===== src/rtl/jtdd_snd_post.sv =====
// Sound post-processing: DC-blocking high-pass, serial 4.4 gain, 16-bit saturation,
// one-cycle valid strobe, sticky clip/overrun flags and a peak meter.
module jtdd_snd_post #(
  parameter int unsigned DCW = 8
) (
  input  logic               clk,
  input  logic               rstn,
  input  logic signed [15:0] sound,
  input  logic               sample,
  input  logic               dc_en,
  input  logic        [7:0]  gain,
  input  logic               flag_clr,
  output logic signed [15:0] snd_out,
  output logic               snd_valid,
  output logic               clip,
  output logic               overrun,
  output logic        [14:0] peak
);

  typedef enum logic [2:0] {StIdle, StDc, StMul, StSat, StOut} state_e;

  state_e state_q, state_d;

  logic        [1:0]  rst_sync_q;
  logic               ready;
  logic signed [15:0] x_q, xprev_q, pend_val_q;
  logic               pend_q;
  logic               den_q;
  logic        [7:0]  gain_q;
  logic signed [25:0] acc_q, p_q;
  logic signed [17:0] y_q;
  logic        [2:0]  bit_q;
  logic signed [15:0] snd_out_q;
  logic               valid_q, clip_q, overrun_q;
  logic        [14:0] peak_q;

  logic               capture;
  logic signed [16:0] d;
  logic signed [25:0] d_sh, acc_new, y_ext, addend;
  logic signed [17:0] y_new;
  logic signed [21:0] r;
  logic signed [15:0] sat_val;
  logic               sat_hit;
  logic        [15:0] neg_out;
  logic        [14:0] mag;
  logic        [14:0] peak_new;

  // Deassertion is synchronised; captures are held off until the second flop releases.
  always_ff @(posedge clk or negedge rstn) begin
    if (!rstn) rst_sync_q <= 2'b00;
    else       rst_sync_q <= {rst_sync_q[0], 1'b1};
  end
  assign ready = rst_sync_q[1];

  assign capture = (state_q == StIdle) && ready && (pend_q || sample);

  always_ff @(posedge clk or negedge rstn) begin
    if (!rstn) state_q <= StIdle;
    else       state_q <= state_d;
  end

  always_comb begin
    state_d = state_q;
    unique case (state_q)
      StIdle:  if (capture) state_d = StDc;
      StDc:    state_d = StMul;
      StMul:   if (bit_q == 3'd7) state_d = StSat;
      StSat:   state_d = StOut;
      StOut:   state_d = StIdle;
      default: state_d = StIdle;
    endcase
  end

  // DC blocker: acc is Q18.8; the pole is 1 - 2^-DCW.
  always_comb begin
    d       = $signed({x_q[15], x_q}) - $signed({xprev_q[15], xprev_q});
    d_sh    = {d[16], d, 8'b0};
    acc_new = acc_q + d_sh - (acc_q >>> DCW);
    y_new   = den_q ? acc_new[25:8] : {{2{x_q[15]}}, x_q};
  end

  always_comb begin
    y_ext  = {{8{y_q[17]}}, y_q};
    addend = gain_q[bit_q] ? (y_ext <<< bit_q) : '0;
  end

  always_comb begin
    r       = $signed(p_q[25:4]);
    sat_val = r[15:0];
    sat_hit = 1'b0;
    if (r > 22'sd32767) begin
      sat_val = 16'sh7fff;
      sat_hit = 1'b1;
    end else if (r < -22'sd32768) begin
      sat_val = 16'sh8000;
      sat_hit = 1'b1;
    end
  end

  // |-32768| does not fit in 15 bits, so it reads as full scale.
  always_comb begin
    neg_out = -snd_out_q;
    if (!snd_out_q[15])             mag = snd_out_q[14:0];
    else if (snd_out_q == 16'sh8000) mag = 15'h7fff;
    else                             mag = neg_out[14:0];
    peak_new = peak_q;
    if (flag_clr)         peak_new = mag;
    else if (mag > peak_q) peak_new = mag;
  end

  // Pending slot: a value consumed in IDLE can be replaced in the same cycle without overrun.
  always_ff @(posedge clk or negedge rstn) begin
    if (!rstn) begin
      pend_q     <= 1'b0;
      pend_val_q <= '0;
      x_q        <= '0;
      den_q      <= 1'b0;
      gain_q     <= '0;
    end else if (state_q != StIdle) begin
      if (sample) begin
        pend_q     <= 1'b1;
        pend_val_q <= sound;
      end
    end else if (capture) begin
      den_q  <= dc_en;
      gain_q <= gain;
      if (pend_q) begin
        x_q    <= pend_val_q;
        pend_q <= sample;
        if (sample) pend_val_q <= sound;
      end else begin
        x_q <= sound;
      end
    end
  end

  always_ff @(posedge clk or negedge rstn) begin
    if (!rstn) begin
      acc_q     <= '0;
      xprev_q   <= '0;
      y_q       <= '0;
      p_q       <= '0;
      bit_q     <= '0;
      snd_out_q <= '0;
      valid_q   <= 1'b0;
    end else begin
      valid_q <= 1'b0;
      case (state_q)
        StDc: begin
          acc_q   <= den_q ? acc_new : '0;
          xprev_q <= x_q;
          y_q     <= y_new;
          p_q     <= '0;
          bit_q   <= '0;
        end
        StMul: begin
          p_q   <= p_q + addend;
          bit_q <= bit_q + 3'd1;
        end
        StSat: begin
          snd_out_q <= sat_val;
          valid_q   <= 1'b1;
        end
        default: ;
      endcase
    end
  end

  // Sticky flags: a set event beats flag_clr in the same cycle.
  always_ff @(posedge clk or negedge rstn) begin
    if (!rstn) begin
      clip_q    <= 1'b0;
      overrun_q <= 1'b0;
      peak_q    <= '0;
    end else begin
      if (state_q == StSat && sat_hit) clip_q <= 1'b1;
      else if (flag_clr)               clip_q <= 1'b0;

      if (state_q != StIdle && sample && pend_q) overrun_q <= 1'b1;
      else if (flag_clr)                         overrun_q <= 1'b0;

      if (state_q == StOut) peak_q <= peak_new;
      else if (flag_clr)    peak_q <= '0;
    end
  end

  assign snd_out   = snd_out_q;
  assign snd_valid = valid_q;
  assign clip      = clip_q;
  assign overrun   = overrun_q;
  assign peak      = peak_q;

endmodule

===== config.mk =====
export PLATFORM = sky130hd
export DESIGN_NAME = jtdd_snd_post
export DESIGN_NICKNAME = d
export VERILOG_FILES = /design/src/rtl/jtdd_snd_post.sv
export SDC_FILE = /design/constraint.sdc
export NUM_CORES = 1
export LEC_CHECK = 0
export CORE_ASPECT_RATIO = 1.4
export CORE_MARGIN = 1
export CORE_UTILIZATION = 41
export CTS_BUF_LIST = sky130_fd_sc_hd__clkbuf_16
export DETAILED_ROUTE_END_ITERATION = 8
export PLACE_DENSITY = 0.54
export SYNTH_ARGS = -nofsm -noshare
export SYNTH_HDL_FRONTEND = slang
export SYNTH_SLANG_ARGS = --single-unit

===== constraint.sdc =====
create_clock -name clk -period 12.24 [get_ports clk]
set_clock_uncertainty 0.1 [all_clocks]
set_input_delay 2.448 -clock clk [delete_from_list [all_inputs] [get_ports clk]]
set_output_delay 2.448 -clock clk [all_outputs]
set_load 0.005 [all_outputs]

==> flow_summary.yaml, run 1 <==
drt:
  dr.first_iter.drc_count: 422
  routed_wl_mm: 29.5
  ant_nets: 0
  via_count: 9396
  first_pass_iters: 5
  wire_per_inst_um: 16.7
  drc: 0
  vias_per_cell: 5.32
global_routing:
  top_usage_layer: "met2"
  grt_max_degree: 93
  overflow: 0
  first_global_vias: 9543
  grt_pass1_wl_mm: 48.3
  antenna_found_initial: 0
  met2_usage_pct: 40.4
  met3_usage_pct: 2.51
  grt_use_total_pct: 20.8
  grt_use_met1_pct: 22.4
synth:
  ys.flop_type: "dfrtp_1"
  synth_edf_count: 0
  avgSynthCellArea_um2: 8.87
  syn_nets: 1479
  synthArstFlopShare_pct: 100
  synthTopCellsByArea: "dfrtp_1 (36%), ha_1 (9.6%), o21ai_0 (6.0%)"
  synth-seq-area-share_pct: 35.8
  netlist_instances: 1339
  ys_types: 66
  synth-seq-cells: 170
  synth_area_leader_cell: "dfrtp_1"
  synth.cell_area_um2: 11900
  yosysTopAreaCellShare_pct: 35.8
  ys_warn_count: 0
sta:
  setup_viol: 0
  report.final.slew_viol_count: 0
  relSlewSlack_pct: 26.1
  fin_setup_tns_ns: 0
  rsz0062_at_grt: "no"
  fmax_mhz: 198
  tightest_slew_ns: 1.11
  final-hold-violation-count: 0
  finalCritPeriodShare_pct: 41.2
  min_period_ns: 5.04
worst_setup_path:
  crit_type: "reg -> reg"
  cp_data_arrival_time_ns: 5.23
  worst_ep_required_time_ns: 12.43
  cp-start-kind: "flop"
  end_kind: "flop"
  crit_fanout: 9
clock_tree:
  clk_path_buf_depth: 2
  clock_sinks: 170
  clk_latency_ns: 0.44
  root_buffer: "clkbuf_16"
  cts_hold_buf: 0
  cts_made_buffers: 17
  htreeDepth: 4
  cts_tree: "built"
  post_cts_buffers: 0
  cts.reportedPaths.clkPinSlew_ns: 0.07
  ctsResizeCount: 0
die:
  io_pins: 63
  std_cell_rows: 73
  fp.coreArea_um2: 28400
  die-area_um2: 29700
  die_h_um: 203
  die-width_um: 146
  initial_core_util_pct: 41.8
outcome:
  run_status: "complete, no violations"
placed_design:
  place_congestion: 0.833
  dpl.hpwl_mm: 22.5
  port_buffers: 62
worst_hold_path:
  hold_path.class: "reg -> reg"
finish:
  drive_gt1_share_pct: 7.77
  finalNetCount: 1519
  antenna_cells: 0
  syn_to_final_growth_pct: 13.4
run:
  cap_violations: 0
==> metal layers <==
metal	vias up	part of all wire (%)
met5	-	0
li1	4746	-
met2	108	55
met3	46	1.7
met1	4496	40
met4	0	3.1
==> sequential cells by signal, summed over array words and instances (netlist names), 2 cells and up <==
register,cells
snd_out,16
xprev_q,16
peak,15
bit_q,3
acc_q,26
gain_q,8
pend_val_q,16
state_q,3
x_q,16
y_q,18
p_q,26
rst_sync_q,2
==> metrics by stage <==
step	hold slack, ns	instances	cell area [µm²]	setup WS [ns]	utilization, %
after floorplan	0.231	1339	11900	7.58	-
after global placement	0.234	1735	12900	7.28	45.3
after detailed placement	0.237	1735	12900	7.20	45.3
after CTS	0.253	1765	13500	7.18	47.4
after global routing	0.271	1765	13500	6.87	47.4
final	0.252	1765	13500	7.20	47.4
==> layout make-up <==
class / count / area, µm²
clock inverter: 13 / 183
timing repair buffer: 76 / 727
fill: 2794 / 14900
tap: 375 / 469
multi-input combinational: 1009 / 7020
inverter: 105 / 394
sequential: 170 / 4250
clock buffer: 17 / 425
==> path summary, 6_finish.rpt <==
| path | startpoint | end | slack, ns | depth (start not counted) |
|---|---|---|---|---|
| setup / recovery | x_q[0]$_DFFE_PN0P_ | acc_q[25]$_DFFE_PN0P_ | 7.20 | 21 |
| hold / removal | rst_sync_q[0]$_DFF_PN0_ | rst_sync_q[1]$_DFF_PN0_ | 0.25 | 0 |
| hold reg to reg | rst_sync_q[0]$_DFF_PN0_ | rst_sync_q[1]$_DFF_PN0_ | 0.25 | 0 |
| min in group asynchronous | rstn | p_q[22]$_DFFE_PN0P_ | 1.98 | 1 |
| max in group asynchronous | rstn | pend_val_q[9]$_DFFE_PN0P_ | 8.46 | 2 |
| setup reg to reg | x_q[0]$_DFFE_PN0P_ | acc_q[25]$_DFFE_PN0P_ | 7.20 | 21 |
==> Yosys cell counts, drive strengths merged (20+ instances only) <==
cell type  number
a21oi          94
clkbuf         47
dfrtp         170
fa             20
ha             91
inv           104
mux2           31
mux2i          53
nand2         169
nor2           89
o21a           20
o21ai         146
xnor2          30
xor2           29
==> layout by cell type, fill, tap and decap left out, types with 8 or more instances in the layout <==
cell type,netlist,layout
inv_1,104,104
o21a_1,20,20
xnor2_1,30,30
nor2b_1,10,10
dfrtp_1,170,170
clkbuf_16,0,17
nand2b_1,13,13
o31ai_1,10,10
mux2i_1,53,53
clkdlybuf4s50_1,0,61
nand2_1,159,159
nor3b_1,17,16
a21o_1,14,14
fa_1,20,20
or2_2,10,10
o21ai_0,142,142
ha_1,91,91
nand3b_1,8,8
nor3_1,14,14
a21oi_1,94,93
buf_4,0,14
nand2_2,10,10
nor2_1,89,88
nand3_1,19,19
or3_1,10,10
mux2_2,31,31
xor2_1,29,29
a211oi_1,18,18
nand4_1,8,8
==> cell families (layout without fill, tap and decap cells) <==
family / Yosys count / in the layout / share of synthesized area [%]
AO/OA/AOI/OAI: 360 / 360 / 18.2
XOR/XNOR: 59 / 59 / 4.35
adder cells (fa/ha/maj): 111 / 111 / 13.0
buffers and inverters: 160 / 211 / 5.16
flip-flops: 170 / 170 / 35.8
multiplexers: 87 / 87 / 7.98
other: 1 / 1 / 0.0316
AND/OR/NAND/NOR: 391 / 391 / 15.6
==> worst max-delay path, cell delays in order, from the launching register on <==
cell and delay, ns:
dfrtp_1 0.37, inv_1 0.07, ha_1 0.22, fa_1 0.40, nand2b_1 0.16, a21oi_1 0.24
o21ai_1 0.13, o21bai_1 0.19, nor2b_1 0.11, o21ai_0 0.08, a21o_1 0.18, fa_1 0.47
inv_1 0.04, ha_1 0.40, and3_1 0.23, and3_1 0.20, nand4_1 0.12, o2111a_1 0.29
or2_2 0.32, a311oi_1 0.30, xnor2_1 0.18, o22ai_1 0.10
Power of run 1 is not shown: default switching activity piles up to over one toggle a cycle in this logic, so the estimate is an artifact.
==> run 2: changes to the inputs <==
- PLACE_DENSITY: 0.54 -> 0.56
- clock period: 12.24 -> 4.04 ns (I/O delays scaled with it)
==> run 2 against run 1 <==
  * The flow now finishes with violations (setup timing)
  * Flip-flop and latch count did not move
  * Fmax rose by 13%
  * Non-clock buffer count rose by 124
  * Via count rose by 6.4%
  * Global-route usage rose by 1.4 points
  * Core utilization rose by 5.5 points
  * Worst hold slack improved by 0.011 ns
  * Sequential share of layout area fell by 3.3 points
  * First-iteration DRC count fell by 7.6%
  * Critical path type unchanged
  * Critical endpoint unchanged
==> flow_summary.yaml, run 2 (synthesis results as in run 1) <==
drt:
  dr.first_iter.drc_count: 390
  via_count: 10000
  drc: 0
  vias_per_cell: 5.29
  ant_nets: 0
  routed_wl_mm: 31.5
  wire_per_inst_um: 16.7
  first_pass_iters: 5
finish:
  fill_cells: 2641
  top_regs: "acc_q (26), p_q (26), y_q (18)"
  syn_to_final_growth_pct: 26.6
  layoutNonFillerInstCount: 1890
  finalNetCount: 1643
  antenna_cells: 0
  drive_gt1_share_pct: 21.1
  layout_commonest_cell: "dfrtp_1"
  final_cell_mix: "dfrtp_1 (169), nand2_1 (156), o21ai_0 (129)"
sta:
  setup_viol: 24
  finalCritPeriodShare_pct: 111
  layout_setup_ws_ns: -0.428
  final-hold-violation-count: 0
  report.final.slew_viol_count: 0
  fmax_mhz: 224
  whs_ns: 0.263
  tightest_slew_ns: 1.01
  min_period_ns: 4.47
  rsz0062_at_grt: "yes"
  relSlewSlack_pct: 32.8
die:
  fp.coreArea_um2: 28400
  die-width_um: 146
  initial_core_util_pct: 41.8
  die-area_um2: 29700
  std_cell_rows: 73
  io_pins: 63
  die_h_um: 203
worst_setup_path:
  worst-r2r-cell-count: 21
  cpLargestDelayFamily: "adder cells"
  r2r_start: "x_q[0]$_DFFE_PN0P_"
  crit_fanout: 4
  crit_end: "acc_q[25]$_DFFE_PN0P_"
  r2r-end: "acc_q[25]$_DFFE_PN0P_"
  crit_slowest_cell: "fa_1"
  crit_type: "reg -> reg"
  slowest_delay_ns: 0.50
  path_cells: "inv_2 -> ha_4 -> fa_2 -> nand2b_4 -> a21oi_4 -> o21ai_2 -> o21bai_4 -> nor2b_1 -> o21ai_1 -> a21o_1 -> fa_1 -> inv_2 -> ha_4 -> and3_4 -> and3_4 -> nand4_1 -> o2111a_1 -> or2_4 -> a311oi_2 -> xnor2_1 -> o22ai_1"
  worst_ep_required_time_ns: 4.25
  crit_path_start: "x_q[0]$_DFFE_PN0P_"
  r2r_slack_ns: -0.43
  path_buf_inv: 2
  crit_cells: 21
  cp-start-kind: "flop"
  end_kind: "flop"
  cp_data_arrival_time_ns: 4.68
global_routing:
  grt_use_total_pct: 22.2
  grt_max_degree: 109
  overflow: 0
  first_global_vias: 10200
  grt_pass1_wl_mm: 51.6
  antenna_found_initial: 0
outcome:
  run_status: "finished with violations"
  violations: "setup timing"
run:
  cap_violations: 0
clock_tree:
  cts_made_buffers: 17
  clk_latency_ns: 0.45
  cts_hold_buf: 0
  cts_tree: "built"
  root_buffer: "clkbuf_16"
  cts.reportedPaths.clkPinSlew_ns: 0.08
  htreeDepth: 4
  clock_sinks: 170
  clk_path_buf_depth: 2
placed_design:
  dp.cells: 1835
  dpl.hpwl_mm: 24.0
  place_congestion: 0.872
  port_buffers: 62
worst_hold_path:
  hold_path.class: "reg -> reg"
-- run 2: layout make-up --
cell class	count	area, µm²	area share (%)
inverters	105	398	2.65
clock buffers	17	425	2.83
multi-input cells	1009	7610	50.6
well taps	375	469	3.12
repair buffers	200	1730	11.5
clock inverters	14	159	1.06
flip-flops and latches	170	4260	28.3
-- run 2: what timing repair did --
action	in CTS	in global routing
pin swaps	44	27
hold endpoints to repair	0	0
endpoints found under the setup margin	38	51
buffers inserted	15	11
resized for setup	77	39
-- run 2: metal layers --
metal | vias up | track usage (%) | share of wire, %
met4 | 0 | 10.6 | 3.9
met1 | 4810 | 23.6 | 39
met5 | - | 0 | 0
met3 | 67 | 2.44 | 1.7
met2 | 120 | 43.1 | 55
li1 | 5005 | - | -
-- run 2: how the worst min path moves through the flow --
stage	cells past startpoint	start	endpoint	slack, ns
floorplan	0	rst_sync_q[0]$_DFF_PN0_	rst_sync_q[1]$_DFF_PN0_	0.23
detailed placement	0	rst_sync_q[0]$_DFF_PN0_	rst_sync_q[1]$_DFF_PN0_	0.25
global route	0	rst_sync_q[0]$_DFF_PN0_	rst_sync_q[1]$_DFF_PN0_	0.29
finish	0	rst_sync_q[0]$_DFF_PN0_	rst_sync_q[1]$_DFF_PN0_	0.26
CTS	0	rst_sync_q[0]$_DFF_PN0_	rst_sync_q[1]$_DFF_PN0_	0.26
global placement	0	rst_sync_q[0]$_DFF_PN0_	rst_sync_q[1]$_DFF_PN0_	0.23
-- run 2: through the flow --
step                      util [%]  setup TNS [ns]  setup slack [ns]  cell area [µm²]
after floorplan                  -           -1.17            -0.373            12000
after global placement        48.4           -5.53            -0.456            13700
after detailed placement      48.4           -6.20            -0.509            13700
after CTS                     52.0           -4.66            -0.402            14800
after global routing          52.9          -10.78            -0.637            15000
final                         52.9           -5.50            -0.428            15000
Power of run 2 is left out for the same reason.
==> run 3: changes to the inputs <==
- CAP_MARGIN: unset -> 20
- CORE_UTILIZATION: 41 -> 25
- PLACE_DENSITY: 0.56 -> 0.37
==> run 3 against run 2 <==
  * The run still ends with setup timing left
  * Worst hold slack got worse by 0.074 ns
  * First-iteration DRC count rose by 1.5%
  * Via count rose by 0.26%
  * Worst setup slack got worse by 0.059 ns
  * Critical path type unchanged
  * Die area rose by 63%
==> flow_summary.yaml, run 3 (synthesis results as in run 1) <==
drt:
  ant_nets: 0
  dr.first_iter.drc_count: 396
  first_pass_iters: 6
  vias_per_cell: 4.66
  drc: 0
  via_count: 10000
  routed_wl_mm: 36.3
  wire_per_inst_um: 16.9
finish:
  top_regs: "acc_q (26), p_q (26), y_q (18)"
  drive_gt1_share_pct: 21.7
  fill_cells: 4883
  final_cell_mix: "dfrtp_1 (169), nand2_1 (159), buf_4 (144)"
  layout_commonest_cell: "dfrtp_1"
  antenna_cells: 0
  syn_to_final_growth_pct: 30.0
  final_area_um2: 15400
  finalNetCount: 1657
sta:
  whs_ns: 0.189
  fmax_mhz: 221
  final-hold-violation-count: 0
  fin_setup_tns_ns: -5.20
  finalCritPeriodShare_pct: 112
  min_period_ns: 4.53
  report.final.slew_viol_count: 0
  layout_setup_ws_ns: -0.487
  tightest_slew_ns: 0.704
  setup_viol: 21
  rsz0062_at_grt: "yes"
  relSlewSlack_pct: 52.9
global_routing:
  grt_use_total_pct: 15.7
  overflow: 0
  grt_max_degree: 71
  grt_pass1_wl_mm: 57.3
  first_global_vias: 10500
  antenna_found_initial: 0
worst_setup_path:
  end_kind: "flop"
  worst_ep_required_time_ns: 4.26
  cp-start-kind: "flop"
  crit_fanout: 3
  cp_data_arrival_time_ns: 4.74
  crit_type: "reg -> reg"
die:
  fp.coreArea_um2: 46900
  die-width_um: 186
  die-area_um2: 48400
  std_cell_rows: 94
  io_pins: 63
  initial_core_util_pct: 25.3
  die_h_um: 260
clock_tree:
  cts_tree: "built"
  cts.reportedPaths.clkPinSlew_ns: 0.07
  cts_hold_buf: 0
  clk_path_buf_depth: 2
  clk_latency_ns: 0.46
  root_buffer: "clkbuf_16"
  htreeDepth: 4
  clock_sinks: 170
  cts_made_buffers: 17
placed_design:
  dpl.hpwl_mm: 28.1
  port_buffers: 62
  place_area_um2: 14200
  dp_slack_ns: -0.613
  place_congestion: 0.812
worst_hold_path:
  hold_path.class: "in -> async"
outcome:
  run_status: "finished with violations"
  violations: "setup timing"
run:
  cap_violations: 0
## run 3: changes by cell type in the layout (fill, tap and decap cells not counted), sizes merged
cell,delta
buf,+13
bufinv,-1
clkbuf,+1
clkinv,+3
inv,-1
## run 3: timing repair
item                                    4_1_cts  5_1_grt
resized for setup                            56       55
setup buffers                                 7       12
pin swaps                                    29       36
endpoints found under the setup margin       37       50
## run 3: layout make-up
cell class,count,area [µm²],share of cell area [%]
multi-input cells,1009,7620,49.3
repair buffers,214,1820,11.8
flip-flops and latches,170,4260,27.6
clock buffers,17,425,2.76
clock inverters,15,143,0.924
inverters,105,398,2.58
well taps,624,781,5.06
## run 3: worst max-delay path, cell delays in order (launching register included)
cell      delay, ns
dfrtp_1        0.38
ha_1           0.31
o21a_1         0.22
or4_1          0.42
o21ai_2        0.10
o22ai_2        0.12
o21a_1         0.18
nor2_1         0.12
xor2_1         0.12
fa_1           0.54
inv_1          0.06
ha_4           0.27
nor2_1         0.04
nor2_1         0.15
o41ai_2        0.09
buf_4          0.14
o2111a_1       0.15
or2_4          0.26
a311oi_4       0.35
xnor2_2        0.16
o22ai_1        0.09
## run 3: path summary, 6_finish.rpt
| check | from | end | slack [ns] | depth (start not counted) |
|---|---|---|---|---|
| setup / recovery | x_q[4]$_DFFE_PN0P_ | acc_q[25]$_DFFE_PN0P_ | -0.49 | 20 |
| hold / removal | rstn | p_q[20]$_DFFE_PN0P_ | 0.19 | 1 |
| setup reg to reg | x_q[4]$_DFFE_PN0P_ | acc_q[25]$_DFFE_PN0P_ | -0.49 | 20 |
| hold reg to reg | rst_sync_q[0]$_DFF_PN0_ | rst_sync_q[1]$_DFF_PN0_ | 0.25 | 0 |
| max in group asynchronous | rstn | pend_val_q[4]$_DFFE_PN0P_ | 2.82 | 2 |
| min in group clk | rst_sync_q[0]$_DFF_PN0_ | rst_sync_q[1]$_DFF_PN0_ | 0.25 | 0 |
## run 3: per-stage QoR
step / util [%] / instances
5_1_grt: 32.9 / 2154
6_report: 32.9 / 2154
3_3_place_gp: 30.2 / 2103
3_5_place_dp: 30.2 / 2103
2_1_floorplan: - / 1339
4_1_cts: 32.2 / 2142
## run 3: per-layer routing
| layer | GRT usage [%] | routed length [µm] |
|---|---|---|
| met1 | 16.9 | 14500 |
| met2 | 30.4 | 20300 |
| met3 | 2.24 | 620 |
| met4 | 5.53 | 911 |
| met5 | 0 | 0 |
Power of run 3 is left out for the same reason.
